==> src/rtl/minicpu_pkg.sv <==
// Shared types and constants for the MiniCPU program sequencer: instruction layout, opcodes, FSM states.
package minicpu_pkg;

  localparam int INSTR_W = 13;

  // Instruction word: {opcode, wr_addr, rd_addr1, rd_addr2, imm}
  localparam int OP_MSB  = 12;
  localparam int OP_LSB  = 10;
  localparam int WR_MSB  = 9;
  localparam int WR_LSB  = 8;
  localparam int RD1_MSB = 7;
  localparam int RD1_LSB = 6;
  localparam int RD2_MSB = 5;
  localparam int RD2_LSB = 4;
  localparam int IMM_MSB = 3;
  localparam int IMM_LSB = 0;

  localparam logic [2:0] NOP_OP  = 3'b000;
  localparam logic [2:0] HALT_OP = 3'b111;

  typedef enum logic [1:0] {
    IDLE  = 2'd0,
    FETCH = 2'd1,
    EXEC  = 2'd2,
    DONE  = 2'd3
  } seq_state_t;

endpackage

==> src/rtl/minicpu_sequencer_if.sv <==
// Host/CPU-facing bundle of the program sequencer; trace signals exist only with MINICPU_SEQ_TRACE_EN.
interface minicpu_sequencer_if
  import minicpu_pkg::*;
#(
  parameter int PC_W = 4
);
  logic               load_en;
  logic [PC_W-1:0]    load_addr;
  logic [INSTR_W-1:0] load_data;
  logic               start;
  logic               abort;
  logic               busy;
  logic               done;
  logic [PC_W-1:0]    pc;
  logic [3:0]         last_result;
  logic [2:0]         cpu_opcode;
  logic [1:0]         cpu_wr_addr;
  logic [1:0]         cpu_rd_addr1;
  logic [1:0]         cpu_rd_addr2;
  logic [3:0]         cpu_wr_data;
  logic [3:0]         cpu_alu_result;
  logic               cpu_reg_write;
`ifdef MINICPU_SEQ_TRACE_EN
  logic               trace_valid;
  logic [PC_W-1:0]    trace_pc;
  logic [3:0]         trace_result;
  logic               trace_wrote;
  logic [7:0]         instr_count;
`endif

  modport master (
    output load_en, load_addr, load_data, start, abort, cpu_alu_result, cpu_reg_write,
`ifdef MINICPU_SEQ_TRACE_EN
    input  trace_valid, trace_pc, trace_result, trace_wrote, instr_count,
`endif
    input  busy, done, pc, last_result,
           cpu_opcode, cpu_wr_addr, cpu_rd_addr1, cpu_rd_addr2, cpu_wr_data
  );

  modport slave (
    input  load_en, load_addr, load_data, start, abort, cpu_alu_result, cpu_reg_write,
`ifdef MINICPU_SEQ_TRACE_EN
    output trace_valid, trace_pc, trace_result, trace_wrote, instr_count,
`endif
    output busy, done, pc, last_result,
           cpu_opcode, cpu_wr_addr, cpu_rd_addr1, cpu_rd_addr2, cpu_wr_data
  );

endinterface

==> src/rtl/minicpu_prog_mem.sv <==
// Program memory: synchronous write, registered read with write-through on a same-address collision.
module minicpu_prog_mem
  import minicpu_pkg::*;
#(
  parameter int DEPTH = 16,
  parameter int AW    = $clog2(DEPTH)
) (
  input  logic               clk,
  input  logic               we_i,
  input  logic [AW-1:0]      waddr_i,
  input  logic [INSTR_W-1:0] wdata_i,
  input  logic [AW-1:0]      raddr_i,
  output logic [INSTR_W-1:0] rdata_o
);

  logic [INSTR_W-1:0] mem_q [DEPTH];

  // Forwarding lets a load to mem[0] in the start cycle reach the first fetch.
  always_ff @(posedge clk) begin
    if (we_i) mem_q[waddr_i] <= wdata_i;
    if (we_i && (waddr_i == raddr_i)) rdata_o <= wdata_i;
    else                              rdata_o <= mem_q[raddr_i];
  end

endmodule

==> src/rtl/minicpu_sequencer.sv <==
// MiniCPU program sequencer: IDLE (load/await start) | FETCH (instr reg holds mem[pc]) | EXEC (drive CPU,
// capture result) | DONE (done pulse). Optional trace outputs enabled by MINICPU_SEQ_TRACE_EN.
module minicpu_sequencer
  import minicpu_pkg::*;
#(
  parameter int         PROG_DEPTH  = 16,
  parameter int         PC_W        = $clog2(PROG_DEPTH),
  parameter logic [2:0] NOP_OPCODE  = NOP_OP,
  parameter logic [2:0] HALT_OPCODE = HALT_OP
) (
  input logic                 clk,
  input logic                 rst,
  minicpu_sequencer_if.slave  bus
);

  localparam logic [PC_W-1:0] PC_LAST = PC_W'(PROG_DEPTH - 1);

  seq_state_t         state_q, state_d;
  logic [PC_W-1:0]    pc_q, pc_d;
  logic [3:0]         last_result_q, last_result_d;
  logic [2:0]         op_q, op_d;
  logic [1:0]         wr_q, wr_d, rd1_q, rd1_d, rd2_q, rd2_d;
  logic [3:0]         imm_q, imm_d;
  logic [INSTR_W-1:0] instr;

  // Read address follows pc_d so the word for the next FETCH is already registered when FETCH begins.
  minicpu_prog_mem #(.DEPTH(PROG_DEPTH), .AW(PC_W)) u_prog_mem (
    .clk     (clk),
    .we_i    ((state_q == IDLE) && bus.load_en),
    .waddr_i (bus.load_addr),
    .wdata_i (bus.load_data),
    .raddr_i (pc_d),
    .rdata_o (instr)
  );

  always_comb begin
    state_d       = state_q;
    pc_d          = pc_q;
    last_result_d = last_result_q;
    op_d          = NOP_OPCODE;
    wr_d          = '0;
    rd1_d         = '0;
    rd2_d         = '0;
    imm_d         = '0;
    case (state_q)
      IDLE: begin
        if (bus.start) begin
          state_d = FETCH;
          pc_d    = '0;
        end
      end
      FETCH: begin
        if (bus.abort) state_d = IDLE;
        else if (instr[OP_MSB:OP_LSB] == HALT_OPCODE) state_d = DONE;
        else begin
          state_d = EXEC;
          op_d    = instr[OP_MSB:OP_LSB];
          wr_d    = instr[WR_MSB:WR_LSB];
          rd1_d   = instr[RD1_MSB:RD1_LSB];
          rd2_d   = instr[RD2_MSB:RD2_LSB];
          imm_d   = instr[IMM_MSB:IMM_LSB];
        end
      end
      EXEC: begin
        last_result_d = bus.cpu_alu_result;
        if (bus.abort) state_d = IDLE;
        else if (pc_q == PC_LAST) state_d = DONE;
        else begin
          pc_d    = pc_q + 1'b1;
          state_d = FETCH;
        end
      end
      DONE:    state_d = IDLE;
      default: state_d = IDLE;
    endcase
  end

  always_ff @(posedge clk) begin
    if (rst) begin
      state_q       <= IDLE;
      pc_q          <= '0;
      last_result_q <= '0;
      op_q          <= NOP_OPCODE;
      wr_q          <= '0;
      rd1_q         <= '0;
      rd2_q         <= '0;
      imm_q         <= '0;
    end else begin
      state_q       <= state_d;
      pc_q          <= pc_d;
      last_result_q <= last_result_d;
      op_q          <= op_d;
      wr_q          <= wr_d;
      rd1_q         <= rd1_d;
      rd2_q         <= rd2_d;
      imm_q         <= imm_d;
    end
  end

  assign bus.busy         = (state_q == FETCH) || (state_q == EXEC);
  assign bus.done         = (state_q == DONE);
  assign bus.pc           = pc_q;
  assign bus.last_result  = last_result_q;
  assign bus.cpu_opcode   = op_q;
  assign bus.cpu_wr_addr  = wr_q;
  assign bus.cpu_rd_addr1 = rd1_q;
  assign bus.cpu_rd_addr2 = rd2_q;
  assign bus.cpu_wr_data  = imm_q;

`ifdef MINICPU_SEQ_TRACE_EN
  logic [7:0] instr_count_q, instr_count_d;
  logic       exec_now;

  assign exec_now = (state_q == EXEC);

  always_comb begin
    instr_count_d = instr_count_q;
    if ((state_q == IDLE) && bus.start) instr_count_d = '0;
    else if (exec_now && (instr_count_q != 8'hFF)) instr_count_d = instr_count_q + 8'd1;
  end

  always_ff @(posedge clk) begin
    if (rst) instr_count_q <= '0;
    else     instr_count_q <= instr_count_d;
  end

  assign bus.trace_valid  = exec_now;
  assign bus.trace_pc     = exec_now ? pc_q : '0;
  assign bus.trace_result = exec_now ? bus.cpu_alu_result : '0;
  assign bus.trace_wrote  = exec_now & bus.cpu_reg_write;
  assign bus.instr_count  = instr_count_q;
`else
  logic unused_reg_write;
  assign unused_reg_write = bus.cpu_reg_write;
`endif

endmodule

==> src/flat_wrapper.sv <==
// flat-port wrapper written by rule: the top's interface ports become plain ports
module minicpu_sequencer_flat import minicpu_pkg::*;
#(
  parameter int         PROG_DEPTH  = 16,
  parameter int         PC_W        = $clog2(PROG_DEPTH),
  parameter logic [2:0] NOP_OPCODE  = NOP_OP,
  parameter logic [2:0] HALT_OPCODE = HALT_OP
)
  (clk, rst, bus_load_en, bus_load_addr, bus_load_data, bus_start, bus_abort, bus_cpu_alu_result, bus_cpu_reg_write, bus_busy, bus_done, bus_pc, bus_last_result, bus_cpu_opcode, bus_cpu_wr_addr, bus_cpu_rd_addr1, bus_cpu_rd_addr2, bus_cpu_wr_data);
  minicpu_sequencer_if #(.PC_W(PC_W)) bus_i ();
  input logic clk;
  input logic rst;
  input wire logic [$bits(bus_i.load_en)-1:0] bus_load_en;
  input wire logic [$bits(bus_i.load_addr)-1:0] bus_load_addr;
  input wire logic [$bits(bus_i.load_data)-1:0] bus_load_data;
  input wire logic [$bits(bus_i.start)-1:0] bus_start;
  input wire logic [$bits(bus_i.abort)-1:0] bus_abort;
  input wire logic [$bits(bus_i.cpu_alu_result)-1:0] bus_cpu_alu_result;
  input wire logic [$bits(bus_i.cpu_reg_write)-1:0] bus_cpu_reg_write;
  output wire logic [$bits(bus_i.busy)-1:0] bus_busy;
  output wire logic [$bits(bus_i.done)-1:0] bus_done;
  output wire logic [$bits(bus_i.pc)-1:0] bus_pc;
  output wire logic [$bits(bus_i.last_result)-1:0] bus_last_result;
  output wire logic [$bits(bus_i.cpu_opcode)-1:0] bus_cpu_opcode;
  output wire logic [$bits(bus_i.cpu_wr_addr)-1:0] bus_cpu_wr_addr;
  output wire logic [$bits(bus_i.cpu_rd_addr1)-1:0] bus_cpu_rd_addr1;
  output wire logic [$bits(bus_i.cpu_rd_addr2)-1:0] bus_cpu_rd_addr2;
  output wire logic [$bits(bus_i.cpu_wr_data)-1:0] bus_cpu_wr_data;
  assign bus_i.load_en = bus_load_en;
  assign bus_i.load_addr = bus_load_addr;
  assign bus_i.load_data = bus_load_data;
  assign bus_i.start = bus_start;
  assign bus_i.abort = bus_abort;
  assign bus_i.cpu_alu_result = bus_cpu_alu_result;
  assign bus_i.cpu_reg_write = bus_cpu_reg_write;
  assign bus_busy = bus_i.busy;
  assign bus_done = bus_i.done;
  assign bus_pc = bus_i.pc;
  assign bus_last_result = bus_i.last_result;
  assign bus_cpu_opcode = bus_i.cpu_opcode;
  assign bus_cpu_wr_addr = bus_i.cpu_wr_addr;
  assign bus_cpu_rd_addr1 = bus_i.cpu_rd_addr1;
  assign bus_cpu_rd_addr2 = bus_i.cpu_rd_addr2;
  assign bus_cpu_wr_data = bus_i.cpu_wr_data;
  minicpu_sequencer #(.PROG_DEPTH(PROG_DEPTH), .PC_W(PC_W), .NOP_OPCODE(NOP_OPCODE), .HALT_OPCODE(HALT_OPCODE)) u_core (.clk(clk), .rst(rst), .bus(bus_i));
endmodule
==> config.mk <==
export PLATFORM = sky130hd
export DESIGN_NAME = minicpu_sequencer_flat
export DESIGN_NICKNAME = d
export VERILOG_FILES = /design/src/rtl/minicpu_pkg.sv /design/src/rtl/minicpu_sequencer_if.sv /design/src/rtl/minicpu_prog_mem.sv /design/src/rtl/minicpu_sequencer.sv /design/src/flat_wrapper.sv
export SDC_FILE = /design/constraint.sdc
export NUM_CORES = 1
export LEC_CHECK = 0
export CAP_MARGIN = 5
export CORE_MARGIN = 2
export CORE_UTILIZATION = 45
export DETAILED_ROUTE_END_ITERATION = 10
export PLACE_DENSITY = 0.69
export SETUP_SLACK_MARGIN = 0.3
export SLEW_MARGIN = 10
export SYNTH_ARGS = -nofsm -noshare
export SYNTH_HDL_FRONTEND = slang
export SYNTH_SLANG_ARGS = --single-unit
==> constraint.sdc <==
create_clock -name clk -period 3.65 [get_ports clk]
set_input_delay 0.73 -clock clk [delete_from_list [all_inputs] [get_ports clk]]
set_output_delay 0.73 -clock clk [all_outputs]
set_load 0.1 [all_outputs]
## Word-level counts from Yosys, hierarchy flattened

Memory sizes are Yosys's and may differ from the RTL's. A register that Yosys moved wholly into a read port is not among the register bits.
Cells that the tools add are included.

| cells by class | value |
|---|---|
| add/sub/neg operators | 1 |
| eq/ne operators | 6 |
| multiplexer cells | 12 |
| bitwise gates (word level) | 1 |
| reductions and logical operators | 4 |

Operators by type and width:

| cell | count |
|---|---|
| $mux W4 | 3 |
| $mux W2 | 4 |
| $pmux W2 S4 | 1 |
| $pmux W4 S2 | 1 |
| $add A4 B1 Y4 const B | 1 |
| $eq A2 B2 Y1 const B | 2 |
| $eq A4 B4 Y1 const B | 1 |
| $reduce_or A4 Y1 | 1 |
| $eq A3 B3 Y1 const B | 1 |
| $mux W1 | 3 |
| $eq A2 B1 Y1 const B | 1 |
| $logic_not A2 Y1 | 1 |
| $ne A2 B2 Y1 const B | 1 |
| $logic_and A1 B1 Y1 | 1 |
| $logic_or A1 B1 Y1 | 1 |
| $not A1 Y1 | 1 |

| word-level totals | value |
|---|---|
| register bits after elaboration | 23 |
| bits in writable memories | 208 |
| input port bits | 27 |
| output and inout port bits | 23 |
| word-level logic and storage cells | 33 |
| memories | 1 |

Memory list:

| name | words | width | rd ports | clocked after memory_dff | wr ports | RTL line | RTL |
|---|---|---|---|---|---|---|---|
| u_core.u_prog_mem.mem_q | 16 | 13 | 1 | 1 | 1 | minicpu_prog_mem.sv:16 | `logic [INSTR_W-1:0] mem_q [DEPTH];` |

## Longest topological paths before layout

Gate-level depths: netlist of run 1.

| logic depth | value |
|---|---|
| word-level depth | 4 |
| depth in mapped cells | 8 |
| mapped depth without buffers | 6 |

## Cells and area by module

A second synthesis of run 1 with hierarchy kept.

| second synthesis, totals | value |
|---|---|
| cell total of the unflattened synthesis | 438 |
| area, all modules | 9019.9 µm² |

Modules (own cells, without submodules):

| module | times used | cells an instance | area each (µm²) |
|---|---|---|---|
| minicpu_prog_mem | 1 | 346 | 8062.7 |
| minicpu_sequencer | 1 | 92 | 957.2 |

## Worst setup path after synthesis of run 1

OpenSTA, ideal clock, no wires.

| path | value |
|---|---|
| kind | register to register |
| from | register u_core.state_q[0] |
| to | memory u_core.u_prog_mem.mem_q[0][0] (enable) |
| setup time | 399 ps |
| arrival | 2170 ps |
| path slack | 1080 ps |
| cell stages (with the launch flop) | 7 |
| clock period less this slack | 2570 ps |
| path through | dfxtp_1 -> inv_1 -> ha_1 -> clkbuf_1 -> nand2_1 -> or3_1 -> nor3_1 |

| between the ends | value |
|---|---|
| cells in the longest elaborated chain, start to end | 4 |

Ends and longest elaborated chain:

| item | RTL line | RTL |
|---|---|---|
| start, declared | minicpu_sequencer.sv:18 | `seq_state_t state_q, state_d;` |
| start signal, assigned | minicpu_sequencer.sv:89 | `state_q <= state_d;` |
| $logic_not A2 Y1 | minicpu_sequencer.sv:29 | `.we_i ((state_q == IDLE) && bus.load_en),` |
| $logic_and A1 B1 Y1 | minicpu_sequencer.sv:29 |  |
| $mux W1 | minicpu_prog_mem.sv:20 | `if (we_i) mem_q[waddr_i] <= wdata_i;` |
| $mux W1 (implied by the code) | minicpu_prog_mem.sv:20 |  |
| end, declared | minicpu_prog_mem.sv:16 |  |

Every way passes these cells.

## Worst setup path in the final report of run 1

| path | value |
|---|---|
| from | register u_core.state_q[0] |
| to | output bus_done |

| between the ends | value |
|---|---|
| cells in the longest elaborated chain, start to end | 1 |

Ends and longest elaborated chain:

| item | RTL line | RTL |
|---|---|---|
| $eq A2 B2 Y1 | minicpu_sequencer.sv:101 | `assign bus.done = (state_q == DONE);` |
| end, declared | flat_wrapper.sv:21 | `output wire logic [$bits(bus_i.done)-1:0] bus_done;` |

Every way passes these cells.

==> impl_results.md, run 1 <==
* Power Density at roughly 520 nW/um^2
* Final Setup Violations at 0
* Remaining global-route overflow at 0
* Gp weighted congestion at 0.764
* Largest net degree at the start of global routing at 30
* Die W at 146 um
* Ys async rst share at 0
* Die Ht at around 150 um
* Area Growth Syn to Fin at 18.5%
* #FFs+latches synth at 235
* CTS clk-pin slew, worst paths at 0.06 ns
* Number of remaining DRC errors at 0
* Share of cells above drive strength 1 at 0.231
* Synth top area share at 0.686
* Core Util, Final at 0.538
* CTS Buffer Depth at 3
* Yosys warning count at 0
* Cell-internal power at between 4000 and 5000 uW
* CTS tree: done
* Required time of the critical path at roughly 2.9 ns
* Final setup margin at ~0.72 ns
* Wire per inst at between 20 and 25 um
* Core area at between 20000 and 25000 sq um
* Tightest Pin Transition at 0.979 ns
* FILL cells at ~1600
* TritonCTS Sinks at 235
* Gate Count Post-Synth at ~440
* Io pins at 50
* Hold depth at 2
* Root buffer cell: clkbuf_16
* # hold bufs at CTS at 0
* Vias in the first global route at approximately 4600
* ANT cells at 0
* Post-CTS Setup Bufs at 0
* Slew Limit Fails at 0
* Initial Utilization at 0.454
* DR vias at ~4400
* Flip-flop and latch area at roughly 6800 sq um
* Total wire length at approximately 18000 um
* Period Utilization, post-route at 0.804
* Final Hold Viols at 0
* Post-synth EDFFs at about 210
* Setup crit start kind: flop
* Final Net Count at approximately 540
* Top Layer Used: met4
* Setup crit end kind: output pin
* DRT Pass-1 Iters at 4
* Syn Std Cell Area at around 9100 sq um
* Hold Crit Class: reg2reg
* Max Freq at roughly 340 MHz
* Clock Skew at between 0.009 and 0.01 ns
* Routed Antenna Nets at 0
* First-pass GRT wire length at approximately 27000 um
* # rows at 52
* Hpwl dp at between 10000 and 15000 um
* Crit path max fanout at 5
* Violation count after the first detailed-route iteration at approximately 370
* Worst Setup Path Type: reg2out
* Buffers added on ports at 48
* Main area contributors after synthesis: edfxtp_1, mux4_2, dfxtp_1
* Pre-CTS setup slack at 1.18 ns
* Peak VDD IR at between 0.2 and 0.3 mV
* Synth cell types at between 40 and 50
* Power share of the combinational group at 0.033
* Later-pin clock latency in the skew report at 0.51 ns
* CTS Buf Count at 24
* Max cap viols at 0
* Switch share at 0.190
* Clock Power Share at 0.443
* Area of the multi-input gates at around 2200 sq um
* WL met1 at 7000 um
* Routed length on met2 at slightly above 9000 um
* Crit path DAT at approximately 2.2 ns
* # resized after CTS at 0
* Final TNS setup at 0 ns
* Predominant post-synthesis flop cell: edfxtp_1
* Reg2reg path depth at 5
* Net Sw Power at between 1000 and 1500 uW
* Area leader, netlist: edfxtp_1
* P_leak at 0.00338 uW
* Routed met3 length at 1270 um
* Sequential share of the synthesized area at 0.746
* Initial antenna violation count at 0
* Outcome: finished, final reports clean
* Post-Syn Nets at 467
* Syn avg cell area at about 21 sq um
* Part of the power in registers at 0.524
* Min Tclk post-route at 2.93 ns
* Rel. slew slack at 0.345
* Routed vias/inst at about 5.5
* Max H-tree Level at 1
* Total GRT Usage at 0.168
* Tot Pwr at roughly 5700 uW
* Die ar. at approximately 21000 sq um
* RSZ-0062 raised after global routing: false
## state kept, by name, summed over array words and instances (netlist names), named ones only
register and cells:
u_core.bus.cpu_wr_data 4, u_core.state_q 2, u_core.bus.cpu_rd_addr2 2, u_core.bus.last_result 4, u_core.bus.cpu_rd_addr1 2, u_core.bus.cpu_opcode 3
u_core.bus.pc 4, u_core.bus.cpu_wr_addr 2, u_core.u_prog_mem.mem_q 208
## worst paths after layout
kind / start / end / slack, ns
max: u_core.state_q[0] / bus_done / 0.72
min reg2reg: u_core.bus.last_result[3] / u_core.bus.last_result[3] / 0.49
min: u_core.bus.last_result[3] / u_core.bus.last_result[3] / 0.49
max reg2reg: flop / u_core.bus.cpu_rd_addr1[0] / 1.24
## area by class of cell
| cell class | count | area share |
|---|---|---|
| Clock inverter | 11 | 0.0148 |
| Timing Repair Buffer | 71 | 0.0615 |
| Inverter | 3 | 0.00104 |
| Tap cell | 270 | 0.0313 |
| Multi-Input combinational cell | 175 | 0.200 |
| Sequential cell | 235 | 0.629 |
| Clock buffer | 33 | 0.0617 |
## power groups by stage
stage          registers, uW  clock network (uW)  logic, uW
6_report                2970                2510        185
4_1_cts                 2970                2570        186
2_1_floorplan           3040                   0       74.3
3_5_place_dp            3020                   0        185
3_3_place_gp            3020                   0        178
5_1_grt                 2970                2670        198
## synthesized netlist by cell type (2+ instances only)
| library cell | n |
|---|---|
| edfxtp_1 | 208 |
| mux4_2 | 52 |
| dfxtp_1 | 27 |
| nor2_1 | 23 |
| nand2_1 | 17 |
| a31oi_1 | 11 |
| mux4_1 | 10 |
| buf_2 | 9 |
| clkbuf_1 | 7 |
| nor3_1 | 6 |
| a21oi_1 | 5 |
| ha_1 | 5 |
| mux2i_1 | 5 |
| nor2b_1 | 5 |
| a22o_1 | 4 |
| buf_12 | 3 |
| buf_6 | 3 |
| inv_1 | 3 |
| nand3b_1 | 3 |
| nor4_1 | 3 |
| a211oi_1 | 2 |
| a22oi_2 | 2 |
| nand2b_1 | 2 |
| nand4_1 | 2 |
## cells by family (layout without fill, tap and decap cells)
logic type / count (synthesis) / count (layout) / share of synthesized area
AOI/OAI and AO/OA: 30 / 30 / 0.0241
xor gates and xnor gates: 1 / 1 / 0.000962
adders and majority gates: 5 / 5 / 0.00687
buffers and inverters: 25 / 118 / 0.0194
DFF: 235 / 235 / 0.746
muxes: 68 / 68 / 0.164
and+or+nand+nor: 71 / 71 / 0.0389
## through the flow
step                      cell area (sq um)  std cells  hold WS, ns
final                                 10800        798        0.489
after global routing                  10800        798        0.530
after CTS                             10800        798        0.497
after detailed placement               9960        754        0.482
after global placement                 9960        754        0.477
after floorplan                        9100        435        0.571
## critical path, cell delays in order (launching register included)
cell             delay, ns
dfxtp_1               0.40
ha_1                  0.17
clkdlybuf4s50_1       1.12
## placed cells by master (no fill, tap or decap), types with 2 or more instances in the layout
| cell | n |
|---|---|
| nor3_2 | 4 |
| a21oi_1 | 5 |
| bufinv_16 | 4 |
| clkinvlp_4 | 2 |
| nand2b_1 | 2 |
| nand4_1 | 2 |
| nor2b_1 | 5 |
| a22o_1 | 4 |
| mux4_2 | 52 |
| nand3b_1 | 3 |
| nor4_1 | 3 |
| dfxtp_1 | 25 |
| edfxtp_1 | 208 |
| ha_1 | 5 |
| mux4_1 | 10 |
| nor3_1 | 2 |
| mux2i_1 | 5 |
| clkdlybuf4s50_1 | 47 |
| a31oi_1 | 11 |
| buf_4 | 23 |
| a211oi_1 | 2 |
| clkinv_1 | 3 |
| clkbuf_1 | 7 |
| inv_1 | 3 |
| clkbuf_16 | 25 |
| nand2_1 | 17 |
| a22oi_2 | 2 |
| nor2_1 | 23 |
## metal layers
layer	GRT usage	up-vias
met1	0.210	2286
li1	-	1954
met3	0.0331	19
met5	0	-
met2	0.306	153
met4	0.0398	0
Power figures use the tool's default switching activity.
==> run 2, diff against run 1 <==
- PLACE_DENSITY: 0.69 -> 0.71
- clock period: 3.65 -> 2.4 ns (I/O delays scaled with it)
==> run 2 against run 1 <==
Against the previous run: sequential power increased by 52%; via count increased by 5.0%; setup slack got worse by 0.37 ns; register-to-register slack got worse by 0.90 ns; clock skew increased by 0.0015 ns; sequential share of layout area decreased by 1.2 points; global-route usage increased by 0.95 points; critical endpoint is now u_core.bus.cpu_opcode[0]; total power increased by 52%.
==> impl_results.md, run 2 (synthesized netlist as in run 1, its figures left out) <==
* Remaining global-route overflow at 0 (unchanged)
* RR Endpoint: u_core.bus.cpu_opcode[0] (was u_core.bus.cpu_rd_addr1[0])
* Routed vias/inst at 5.66 (was 5.53)
* Top reg by flops: u_core.u_prog_mem.mem_q (unchanged)
* Number of remaining DRC errors at 0 (unchanged)
* Final Net Count at 564 (was 542)
* Placed Area at 10100 sq um (was 9960 sq um)
* Initial antenna violation count at 0 (unchanged)
* Flip-flop and latch area at 6800 sq um (was 6790 sq um)
* Initial Utilization at 0.454 (unchanged)
* Max cap viols at 0 (unchanged)
* Finished Cell Area at 11000 sq um (was 10800 sq um)
* Crit path DAT at 2.48 ns (was 2.20 ns)
* Die W at 146 um (unchanged)
* RSZ-0062 raised after global routing: true (was false)
* Flop2flop setup slack at 0.34 ns (was 1.24 ns)
* CTS Buf Count at 24 (unchanged)
* First-pass GRT wire length at 28800 um (was 27100 um)
* Hold Startpoint: u_core.bus.last_result[2] (was u_core.bus.last_result[3])
* Setup crit start kind: flop (unchanged)
* FILL cells at 1515 (was 1552)
* # rows at 52 (unchanged)
* Period Utilization, post-route at 0.858
* Max reg flops at 208 (unchanged)
* Max Freq at 486 MHz
* Largest net degree at the start of global routing at 49 (was 30)
* ANT cells at 0 (unchanged)
* Required time of the critical path at 2.82 ns (was 2.92 ns)
* Most frequent cells in the layout: edfxtp_1, buf_4, mux4_2 (was edfxtp_1, mux4_2, clkdlybuf4s50_1)
* Final setup margin at 0.341 ns (was 0.716 ns)
* Outcome: finished, final reports clean (unchanged)
* Power Density at 780 nW/um^2 (was 524 nW/um^2)
* TritonCTS Sinks at 235 (unchanged)
* Clock Skew at 0.0113 ns (was 0.00989 ns)
* Crit path max fanout at 11 (was 5)
* Area of the multi-input gates at 2210 sq um (was 2160 sq um)
* CTS tree: done (unchanged)
* Minimum hold slack at 0.516 ns (was 0.489 ns)
* Violation count after the first detailed-route iteration at 377 (was 366)
* Share of cells above drive strength 1 at 0.310 (was 0.231)
* Rel. slew slack at 0.607 (was 0.345)
* Die ar. at 21400 sq um (unchanged)
* Total GRT Usage at 0.178 (was 0.168)
* Most common cell after layout, fill and taps aside: edfxtp_1 (unchanged)
* Io pins at 50 (unchanged)
* P_leak at 0.00357 uW (was 0.00338 uW)
* Root buffer cell: clkbuf_16 (unchanged)
* Vias in the first global route at 4775 (was 4563)
* Final TNS setup at 0 ns (unchanged)
* Hold depth at 2 (unchanged)
* Slew Limit Fails at 0 (unchanged)
* Later-pin clock latency in the skew report at 0.51 ns (about the same)
* CTS clk-pin slew, worst paths at 0.06 ns (about the same)
* Final Setup Violations at 0 (unchanged)
* Final Hold Viols at 0 (unchanged)
* WHS Endpoint: u_core.bus.last_result[2] (was u_core.bus.last_result[3])
* CTS Buffer Depth at 3 (unchanged)
* Gp weighted congestion at 0.837 (was 0.764)
* Reg2reg path depth at 5 (unchanged)
* Hold Crit Class: reg2reg (unchanged)
* Min Tclk post-route at 2.06 ns
* Worst Setup Path Type: reg2reg (was reg2out)
* Tot Pwr at 8580 uW (was 5660 uW)
* Setup crit end kind: flop (was output pin)
* Area Growth Syn to Fin at 20.9% (was 18.5%)
* Core area at 20000 sq um (unchanged)
* Hpwl dp at 11400 um (was 10500 um)
* Max H-tree Level at 1 (unchanged)
* Die Ht at 146 um (unchanged)
* DRT Pass-1 Iters at 5 (was 4)
* Buffers added on ports at 48 (unchanged)
* Wire per inst at 23.4 um (was 22.2 um)
* Routed Antenna Nets at 0 (unchanged)
* Tightest Pin Transition at 0.588 ns (was 0.979 ns)
* Peak VDD IR at 0.346 mV (was 0.289 mV)
* DR vias at 4632 (was 4412)
* Total wire length at 19200 um (was 17800 um)
* Pre-CTS setup slack at 0.125 ns (was 1.18 ns)
## run 2: where the power goes
group / leakage, uW / internal (uW) / switching (uW) / total (uW)
combinational: 0.00108 / 110 / 195 / 305
sequential: 0.00210 / 4500 / 14.0 / 4510
clock: 0.000388 / 2320 / 1450 / 3760
## run 2: stage by stage
stage	cells	utilization
final	818	0.549
after detailed placement	769	0.502
after floorplan	435	-
after global placement	769	0.502
after global routing	818	0.549
after CTS	812	0.544
## run 2: worst max-delay path, cell delays in order (launching register included)
cell and delay [ns]:
dfxtp_4 0.49, buf_4 0.16, mux4_2 0.49, a22o_1 0.28, or2_4 0.32, a211oi_2 0.23
## run 2: cell type report
type | count | area share
Clock buffer | 30 | 0.0586
Multi-Input combinational cell | 176 | 0.201
Timing Repair Buffer | 92 | 0.0775
Clock inverter | 12 | 0.0139
Sequential cell | 235 | 0.618
Tap cell | 270 | 0.0307
Inverter | 3 | 0.00102
## run 2: timing repair
item                                    in CTS  in global routing
hold buffers                                 0                  0
cloned                                       1                  2
setup buffers                                0                  4
pin swaps                                    0                  1
endpoints found under the setup margin      13                 51
resized for setup                            6                  7
## run 2: layer usage
layer  global-route usage  up-vias  part of all wire
met2                0.301      202              0.50
met1                0.244     2397              0.41
li1                     -     1999                 -
met4               0.0442        0             0.018
met3               0.0306       34             0.071
met5                    0        -                 0
## run 2: how the worst max path moves through the flow
stage	endpoint	slack, ns
finish	u_core.bus.cpu_opcode[0]	0.34
global route	u_core.bus.cpu_opcode[0]	0.27
CTS	u_core.bus.cpu_wr_addr[0]	0.29
detailed placement	u_core.u_prog_mem.mem_q[2][1]	0.13
global placement	u_core.u_prog_mem.mem_q[3][2]	0.18
floorplan	u_core.u_prog_mem.mem_q[1][0]	0.16
==> run 3, diff against run 2 <==
- ABC_AREA: default -> 1
- SKIP_LAST_GASP: default -> 1
==> run 3 against run 2 <==
Against the previous run: sequential share of layout area fell by 0.15 points; synthesized cell count rose by 75%; clock skew fell by 0.0024 ns; largest cell class unchanged; non-clock buffer count fell by 8; critical path type is now reg2out.
==> impl_results.md, run 3 <==
* CTS tree: done (unchanged)
* Area leader, netlist: edfxtp_1 (unchanged)
* Tightest Pin Transition at 0.692 ns (was 0.588 ns)
* CTS Buffer Depth at 3 (unchanged)
* Hold Startpoint: u_core.bus.last_result[2] (unchanged)
* Gate Count Post-Synth at 763 (was 435)
* Max cap viols at 0 (unchanged)
* Hold depth at 2 (unchanged)
* Final Net Count at 864 (was 564)
* Syn Std Cell Area at 9410 sq um (was 9100 sq um)
* WHS Endpoint: u_core.bus.last_result[2] (unchanged)
* Main area contributors after synthesis: edfxtp_1, dfxtp_1, o21ai_0 (was edfxtp_1, mux4_2, dfxtp_1)
* Setup crit start kind: flop (unchanged)
* Largest net degree at the start of global routing at 71 (was 49)
* # rows at 52 (unchanged)
* Area Growth Syn to Fin at 17.1% (was 20.9%)
* Slew Limit Fails at 0 (unchanged)
* Violation count after the first detailed-route iteration at 528 (was 377)
* P_leak at 0.00401 uW (was 0.00357 uW)
* Flop2flop setup slack at 0.48 ns (was 0.34 ns)
* Later-pin clock latency in the skew report at 0.51 ns (about the same)
* Share of cells above drive strength 1 at 0.134 (was 0.310)
* Core area at 20400 sq um (was 20000 sq um)
* Total GRT Usage at 0.188 (was 0.178)
* ANT cells at 0 (unchanged)
* Most frequent cells in the layout: edfxtp_1, nor2_1, nand2_1 (was edfxtp_1, buf_4, mux4_2)
* Max H-tree Level at 1 (unchanged)
* RR Endpoint: u_core.bus.cpu_rd_addr1[0] (was u_core.bus.cpu_opcode[0])
* Ys async rst share at 0 (unchanged)
* Synth top cells by count: edfxtp_1, nor2_1, nand2_1 (was edfxtp_1, mux4_2, dfxtp_1)
* Vias in the first global route at 5592 (was 4775)
* Final Hold Viols at 0 (unchanged)
* Hold Crit Class: reg2reg (unchanged)
* Die W at 149 um (was 146 um)
* Count leader, synth: edfxtp_1 (unchanged)
* Minimum hold slack at 0.505 ns (was 0.516 ns)
* CTS clk-pin slew, worst paths at 0.06 ns (about the same)
* Routed Antenna Nets at 0 (unchanged)
* Max Freq at 499 MHz (was 486 MHz)
* DR vias at 6034 (was 4632)
* Number of remaining DRC errors at 0 (unchanged)
* Initial antenna violation count at 0 (unchanged)
* Peak VDD IR at 0.509 mV (was 0.346 mV)
* Remaining global-route overflow at 0 (unchanged)
* Gp weighted congestion at 0.796 (was 0.837)
* Syn avg cell area at 12.3 sq um (was 20.9 sq um)
* Final TNS setup at 0 ns (unchanged)
* Routed vias/inst at 5.40 (was 5.66)
* Crit path DAT at 1.52 ns (was 2.48 ns)
* Clock Skew at 0.00896 ns (was 0.0113 ns)
* RSZ-0062 raised after global routing: false (was true)
* Post-Syn Nets at 795 (was 467)
* Io pins at 50 (unchanged)
* First-pass GRT wire length at 31700 um (was 28800 um)
* Yosys warning count at 0 (unchanged)
* Die Ht at 149 um (was 146 um)
* Crit path max fanout at 4 (was 11)
* Post-synth EDFFs at 208 (unchanged)
* # hold bufs at CTS at 0 (unchanged)
* Reg2reg path depth at 9 (was 5)
* Total wire length at 21000 um (was 19200 um)
* Die ar. at 22100 sq um (was 21400 sq um)
* Max reg flops at 208 (unchanged)
* Rel. slew slack at 0.537 (was 0.607)
* Period Utilization, post-route at 0.834 (was 0.858)
* Worst Setup Path Type: reg2out (was reg2reg)
* Min Tclk post-route at 2.00 ns (was 2.06 ns)
* Most common cell after layout, fill and taps aside: edfxtp_1 (unchanged)
* Sequential share of the synthesized area at 0.721 (was 0.746)
* Setup crit end kind: output pin (was flop)
* DRT Pass-1 Iters at 5 (unchanged)
* Initial Utilization at 0.462 (was 0.454)
* Top reg by flops: u_core.u_prog_mem.mem_q (unchanged)
* Outcome: finished, final reports clean (unchanged)
* #FFs+latches synth at 235 (unchanged)
* Predominant post-synthesis flop cell: edfxtp_1 (unchanged)
* Final Setup Violations at 0 (unchanged)
* Synth top area share at 0.664 (was 0.686)
* CTS Buf Count at 24 (unchanged)
* Required time of the critical path at 1.92 ns (was 2.82 ns)
* Synth cell types at 30 (was 42)
* Wire per inst at 18.7 um (was 23.4 um)
* Power Density at 778 nW/um^2 (was 780 nW/um^2)
* Root buffer cell: clkbuf_16 (unchanged)
* FILL cells at 1678 (was 1515)
* Buffers added on ports at 48 (unchanged)
* TritonCTS Sinks at 235 (unchanged)
* Hpwl dp at 12300 um (was 11400 um)
run 3: cell types whose count changed in the layout (fill, tap and decap cells not counted), moves of 15 or more:
cell      before  now
mux4_2        52    0
nor2_1        23  110
nand2_1       17   89
a21oi_1        5   20
inv_1          3   51
o21ai_0        1   87
o221ai_1       0   28
nand3_1        0   49
run 3: metrics by stage:
step / area (sq um) / power, uW / utilization / std cells / setup WS (ns)
after floorplan: 9410 / 4800 / - / 763 / 0.455
after global placement: 10200 / 4960 / 0.501 / 1074 / 0.335
after detailed placement: 10200 / 4970 / 0.501 / 1074 / 0.308
after CTS: 11000 / 8610 / 0.539 / 1116 / 0.315
after global routing: 11000 / 8790 / 0.541 / 1118 / 0.302
final: 11000 / 8580 / 0.541 / 1118 / 0.398
run 3: cells by family after synthesis:
family / synth area share
and+or+nand+nor: 0.122
DFF: 0.721
AOI/OAI and AO/OA: 0.0960
buffers and inverters: 0.0528
adders and majority gates: 0.00665
xor gates and xnor gates: 0.000931
run 3: layout make-up:
cell class | count | area (sq um) | area share
Clock inverter | 12 | 128 | 0.0116
Tap cell | 270 | 338 | 0.0307
Inverter | 57 | 214 | 0.0194
Clock buffer | 30 | 644 | 0.0585
Multi-Input combinational cell | 430 | 2130 | 0.194
Sequential cell | 235 | 6790 | 0.616
Timing Repair Buffer | 84 | 772 | 0.0700
run 3: worst max-delay path, stage by stage, from the launching register on:
cell and delay [ns]:
dfxtp_1 0.38, inv_1 0.07, ha_1 0.28, buf_4 0.28
run 3: how the worst max path moves through the flow:
stage	from	end	cells past startpoint
global route	flop	u_core.bus.cpu_rd_addr1[0]	9
detailed placement	bus_load_en	u_core.u_prog_mem.mem_q[13][5]	6
finish	u_core.state_q[1]	bus_busy	3
global placement	bus_load_en	u_core.u_prog_mem.mem_q[12][5]	6
CTS	flop	u_core.bus.cpu_wr_data[3]	11
floorplan	u_core.bus.pc[0]	u_core.bus.pc[0]	6
run 3: repair_timing:
item | 4_1_cts | 5_1_grt
resized for setup | 0 | 2
setup endpoints to repair | 0 | 11
buffers inserted | 0 | 1
run 3: routing by layer:
metal	routed length (um)	part of all wire	global-route usage
met1	9070	0.43	0.268
met2	10100	0.48	0.304
met3	1310	0.063	0.0239
met4	463	0.022	0.0586
met5	0	0	0
run 3: power breakdown:
part | total [uW] | internal, uW | switching [uW] | leakage, uW
combinational | 369 | 103 | 266 | 0.00154
clock | 3690 | 2210 | 1480 | 0.000378
sequential | 4510 | 4500 | 14.6 | 0.00210
